File: config.mk
export PLATFORM = sky130hd
export DESIGN_NAME = mat_mul_seq_ctrl
export DESIGN_NICKNAME = d
export VERILOG_FILES = /design/src/rtl/mat_mul_pkg.sv /design/src/rtl/mul2vector4x1.sv /design/src/rtl/mat_mul_seq_ctrl.sv
export SDC_FILE = /design/constraint.sdc
export NUM_CORES = 2
export LEC_CHECK = 0
export CAP_MARGIN = 10
export CORE_ASPECT_RATIO = 0.5
export CORE_MARGIN = 3
export CORE_UTILIZATION = 40
export DETAILED_ROUTE_END_ITERATION = 16
export PLACE_DENSITY = 0.57
export RECOVER_POWER = 25
export SLEW_MARGIN = 0
export SYNTH_ARGS = -nofsm -noshare
export SYNTH_HDL_FRONTEND = slang
export SYNTH_HIERARCHICAL = 1
export SYNTH_SLANG_ARGS = --single-unit
File: constraint.sdc
create_clock -name clk -period 10.1 [get_ports clk]
set_clock_uncertainty 0.15 [all_clocks]
set_input_delay 1.01 -clock clk [delete_from_list [all_inputs] [get_ports clk]]
set_output_delay 1.01 -clock clk [all_outputs]
set_load 0.01 [all_outputs]
File: src/rtl/mat_mul_pkg.sv
// Shared constants and state encoding for the serial 4x4 by 4x2 matrix multiply sequencer.
package mat_mul_pkg;

   localparam int unsigned DW      = 16;
   localparam int unsigned A_WORDS = 16;
   localparam int unsigned B_WORDS = 8;
   localparam int unsigned S_WORDS = 8;

   typedef enum logic [1:0] {
      ST_LOAD  = 2'd0,
      ST_CALC  = 2'd1,
      ST_DRAIN = 2'd2
   } state_t;

endpackage

File: src/rtl/mul2vector4x1.sv
// Combinational 4-element signed dot product, result wrapped to DW bits.
module mul2vector4x1 #(
   parameter int unsigned DW = 16
) (
   input  logic [3:0][DW-1:0] i_a,
   input  logic [3:0][DW-1:0] i_b,
   output logic [DW-1:0]      o_dot
);

   logic [DW-1:0] w_sum;

   // Only the low DW bits survive, and those do not depend on the width the products are formed in.
   always_comb begin
      w_sum = '0;
      for (int j = 0; j < 4; j++) begin
         w_sum = w_sum + DW'($signed(i_a[j]) * $signed(i_b[j]));
      end
   end

   assign o_dot = w_sum;

endmodule

File: src/rtl/mat_mul_seq_ctrl.sv
// Loads A(4x4) and B(4x2) as a word stream, then emits S = A x B one element per cycle
// through a single shared dot-product unit.
module mat_mul_seq_ctrl
   import mat_mul_pkg::*;
(
   input  logic          clk,
   input  logic          rst,
   input  logic          in_valid,
   output logic          in_ready,
   input  logic [DW-1:0] in_data,
   output logic          out_valid,
   input  logic          out_ready,
   output logic [DW-1:0] out_data,
   output logic [2:0]    out_idx,
   output logic          out_last,
   output logic          busy,
   output logic          done
);

   localparam logic [4:0] LAST_WORD = 5'(A_WORDS + B_WORDS - 1);
   localparam logic [4:0] FIRST_B   = 5'(A_WORDS);

   state_t              r_state;
   state_t              w_state_next;
   logic [4:0]          r_wcnt;
   logic [2:0]          r_k;
   logic [DW-1:0]       r_a [A_WORDS];
   logic [DW-1:0]       r_b [B_WORDS];
   logic [DW-1:0]       r_out_data;
   logic                r_out_valid;
   logic                r_done;

   logic                w_in_hs;
   logic                w_out_hs;
   logic [2:0]          w_sel_k;
   logic [1:0]          w_row;
   logic                w_col;
   logic [3:0][DW-1:0]  w_a_row;
   logic [3:0][DW-1:0]  w_b_col;
   logic [DW-1:0]       w_dot;

   assign w_in_hs  = in_valid && in_ready;
   assign w_out_hs = r_out_valid && out_ready;

   // Select the element that will be registered on this edge, not the one being shown.
   assign w_sel_k = (r_state == ST_CALC) ? 3'd0 : r_k + 3'd1;
   assign w_row   = w_sel_k[2:1];
   assign w_col   = w_sel_k[0];

   always_comb begin
      for (int j = 0; j < 4; j++) begin
         w_a_row[j] = r_a[{w_row, 2'(j)}];
         w_b_col[j] = r_b[{2'(j), w_col}];
      end
   end

   mul2vector4x1 #(
      .DW (DW)
   ) u_dot (
      .i_a   (w_a_row),
      .i_b   (w_b_col),
      .o_dot (w_dot)
   );

   always_ff @(posedge clk) begin
      if (rst) begin
         r_state <= ST_LOAD;
      end else begin
         r_state <= w_state_next;
      end
   end

   always_comb begin
      w_state_next = r_state;
      unique case (r_state)
         ST_LOAD:  if (w_in_hs && (r_wcnt == LAST_WORD)) w_state_next = ST_CALC;
         ST_CALC:  w_state_next = ST_DRAIN;
         ST_DRAIN: if (w_out_hs && (r_k == 3'd7)) w_state_next = ST_LOAD;
         default:  w_state_next = ST_LOAD;
      endcase
   end

   always_comb begin
      in_ready = (r_state == ST_LOAD);
      busy     = (r_state == ST_CALC) || (r_state == ST_DRAIN);
   end

   always_ff @(posedge clk) begin
      if (rst) begin
         r_wcnt      <= '0;
         r_k         <= '0;
         r_out_data  <= '0;
         r_out_valid <= 1'b0;
         r_done      <= 1'b0;
         for (int i = 0; i < int'(A_WORDS); i++) r_a[i] <= '0;
         for (int i = 0; i < int'(B_WORDS); i++) r_b[i] <= '0;
      end else begin
         r_done <= 1'b0;
         unique case (r_state)
            ST_LOAD: begin
               if (w_in_hs) begin
                  if (r_wcnt < FIRST_B) r_a[r_wcnt[3:0]] <= in_data;
                  else                  r_b[r_wcnt[2:0]] <= in_data;
                  r_wcnt <= (r_wcnt == LAST_WORD) ? 5'd0 : r_wcnt + 5'd1;
               end
            end
            ST_CALC: begin
               r_out_data  <= w_dot;
               r_out_valid <= 1'b1;
               r_k         <= 3'd0;
            end
            ST_DRAIN: begin
               if (w_out_hs) begin
                  if (r_k == 3'd7) begin
                     r_out_valid <= 1'b0;
                     r_done      <= 1'b1;
                     r_k         <= 3'd0;
                  end else begin
                     r_k        <= w_sel_k;
                     r_out_data <= w_dot;
                  end
               end
            end
            default: ;
         endcase
      end
   end

   assign out_valid = r_out_valid;
   assign out_data  = r_out_data;
   assign out_idx   = r_k;
   assign out_last  = r_out_valid && (r_k == 3'd7);
   assign done      = r_done;

endmodule

==> out/results.ini <==
[global_routing]
globalRoute.totalOverflow=0
pin_count_of_the_biggest_net_entering_global_routing=67
number_of_antenna_violations_at_the_first_check_in_global_routing=2
grt_pass1_wl_um=152600
first_global_vias=24020
grt_util_overall_pct=22.23

[clock_tree]
h-tree-depth=2
hold_buffers=0
clock_sinks=412
maximum_buffer_depth_of_the_clock_tree=3
clk_pin_slew_worst_paths_ps=70
cts_buffers=41
tritoncts=done
root_buffer=sky130_fd_sc_hd__clkbuf_16
worst_skew_pair.late_latency_ps=580

[floorplan]
die_h_um=214.6
initial_standard_cell_utilization_of_the_core_pct=40.96
io-pin-count=44
rows=75
die_area_um2=90850
floorplan.die.width_um=423.3
core_region_area_um2=85020

[placement]
dp.final_hpwl_um=76060
placed_cells=4485
place.port_buffers=43
globalplace.congestion=0.8873
detailed_place.area_um2=36660

[synthesis]
yosys.area_share.xor_xnor_pct=3.708
main_combinational_cell_family_by_area_after_synthesis=adder cells
synthSimpleGateAreaFrac_pct=17.43
ys_types=53
synthesized_instance_count=3377
synth-edff-count=384
post_synth_mux_area_share_pct=2.562
synth.yosys.seq_area_share_pct=34.72
mappedNetlistNets=4000
yosys_warnings=6
synth_fa_ha_area_share_pct=30.07
async_reset_ff_share_pct=0
synth_area_in_compound_gates_pct=3.614
synth_top_flop_cell=sky130_fd_sc_hd__edfxtp_1
syn-cell-area_um2=34820
synth_area_per_cell_um2=10.31
synth.ff_latch_count=412

[min_path]
min-delay-path-class=reg2reg
hold-path-endpoint=out_data[12]
holdCritStartpoint=out_data[12]
min_path_cells=2

[layout]
fin_nets=3996
area_growth_syn_to_layout_pct=8.749
most_used_cells_in_the_layout_excluding_fill_and_tap_cells=514 x sky130_fd_sc_hd__inv_1, 465 x sky130_fd_sc_hd__nand2_1, 390 x sky130_fd_sc_hd__fa_1
fillerInstances=8112
final_layout_size_suffix_gt1_share_pct=6.910
final_cell_count_no_fill=4558
postLayoutCellArea_um2=37870
mostFrequentLayoutCell=sky130_fd_sc_hd__inv_1

[worst_setup_path]
crit_path_max_incr_delay_ps=560
path_max_fanout=21
reg2reg_setup_slack_ps=410
reg2reg_depth=32
worstPathArrival_ps=10010
critical_path_required_ps=10420
regToRegStartpoint=out_idx[0]
worst_setup_path_start_kind=flop
critPathMostFrequentCell=sky130_fd_sc_hd__fa_1
r2r-end=out_data[15]
timing_worst_setup_path_type=reg2reg
critPathSlowestCell=sky130_fd_sc_hd__fa_1
crit_end_element=flop

[flow_run]
cap_violations=5

[routing]
detail_route.iter0.violations=2253
drc=0
wire_per_inst_um=21.84
firstDrtPassIters=8
vias=23570
drt-total-wl_um=99540
postRouteAntennaNets=0
avgViaCountPerCell=5.171

[run_status]
failed_checks=capacitance limit, slew limit
run_status=finished with violations

[timing]
finalCriticalPeriod_ps=9688
fmax_mhz=103.2
hold_violations=0
fin_hold_ws_ps=342.8
layout_worst_path_cycle_share_pct=95.93
timing.final.setup_violations=0
transition_at_the_pin_with_the_smallest_max_transition_slack_ps=3309
fin_setup_tns_ps=0
timing_max_transition_violations_final=306
rsz0062_at_grt=false
worst_slew_margin_rel_pct=-120.6

[power]
internal_power_mw=5.894
psw_mw=4.335
power.static_leakage_nw=16.09
power.total_mw=10.23
combinationalPowerShare_pct=66.5
power_per_cell_area_nw_per_um2=270.1
power.share.switching_pct=42.38
seqPwrFrac_pct=18.9
power_frac_clock_pct=14.5
power.ir.vdd_worst_mv=0.8302

-- synthesized netlist by cell type, types with 30 or more instances --
| cell type | count | area (µm²) |
|---|---|---|
| sky130_fd_sc_hd__a211oi_1 | 66 | 495.5 |
| sky130_fd_sc_hd__a31oi_1 | 65 | 406.6 |
| sky130_fd_sc_hd__and2_1 | 400 | 2502 |
| sky130_fd_sc_hd__buf_2 | 30 | 150.1 |
| sky130_fd_sc_hd__clkbuf_1 | 114 | 427.9 |
| sky130_fd_sc_hd__edfxtp_1 | 384 | 11530 |
| sky130_fd_sc_hd__fa_1 | 390 | 7807 |
| sky130_fd_sc_hd__ha_1 | 213 | 2665 |
| sky130_fd_sc_hd__inv_1 | 514 | 1929 |
| sky130_fd_sc_hd__mux2_2 | 65 | 732.0 |
| sky130_fd_sc_hd__nand2_1 | 469 | 1760 |
| sky130_fd_sc_hd__nor2_1 | 287 | 1077 |
| sky130_fd_sc_hd__nor2b_1 | 71 | 444.2 |
| sky130_fd_sc_hd__xnor2_1 | 115 | 1007 |
-- power groups by stage --
stage | sequential, mW | combinational (mW) | clock, mW
final | 1.94 | 6.81 | 1.49
after global routing | 1.94 | 7.70 | 1.58
after CTS | 1.94 | 6.80 | 1.51
after detailed placement | 1.97 | 6.75 | 0
after global placement | 1.97 | 6.66 | 0
after floorplan | 1.97 | 5.12 | 0
-- cell type report --
cell class	count	area, µm²	share of cell area (%)
tap	1155	1445	3.816
clock buffer	55	1079	2.848
timing repair buffer	129	1129	2.980
clock inverter	16	157.7	0.4163
sequential	412	12090	31.93
multi-input combinational	2275	20040	52.90
inverter	514	1929	5.094
antenna	2	5.005	0.01322
-- how the worst max path moves through the flow --
| stage | startpoint | endpoint | slack, ps |
|---|---|---|---|
| final | out_idx[0] | out_data[15] | 410 |
| after global placement | out_idx[0] | out_data[15] | 580 |
| after CTS | out_idx[0] | out_data[15] | 500 |
| after global routing | r_state[1] | out_data[15] | 7 |
| after floorplan | out_idx[0] | out_data[15] | 960 |
| after detailed placement | r_state[1] | out_data[15] | 490 |
-- cell families after synthesis --
kind of cell	Yosys count
fa+ha+maj	603
simple gates	1268
mux	81
compound gates	182
buf+inv	690
flops	412
xor+xnor	141
-- registers in the layout, indices dropped and copies added (netlist names) --
signal and count:
r_b 128, r_state 2, done 1, out_idx 3, r_wcnt 5, r_a 256
out_valid 1, out_data 16
-- layer usage --
metal | wire length [µm] | up-vias | global-route usage (%)
li1 | - | 10570 | -
met1 | 47000 | 12060 | 34.14
met2 | 42790 | 821 | 33.27
met3 | 7236 | 114 | 2.784
met4 | 2512 | 0 | 5.247
met5 | 0 | - | 0
-- critical path, delay by kind of cell, from the launching register on --
kind,cells,cell delay [ps]
AOI/OAI and AO/OA,2,790
DFF,1,380
and+or+nand+nor,3,510
adders and majority gates,12,5470
xor gates and xnor gates,8,1570
buffers and inverters,6,560
muxes,1,130
-- what timing repair did --
action                                  CTS  global route
resized for setup                         0             2
buffers inserted                          0             0
endpoints found under the setup margin    0             1
-- through the flow --
step           util [%]  setup WS [ps]
3_3_place_gp      43.12          575.0
6_report          44.54          411.5
3_5_place_dp      43.12          486.1
4_1_cts           44.58          495.4
2_1_floorplan         -          963.7
5_1_grt           44.54          6.950
No activity file was read; power rests on OpenSTA's default activity.
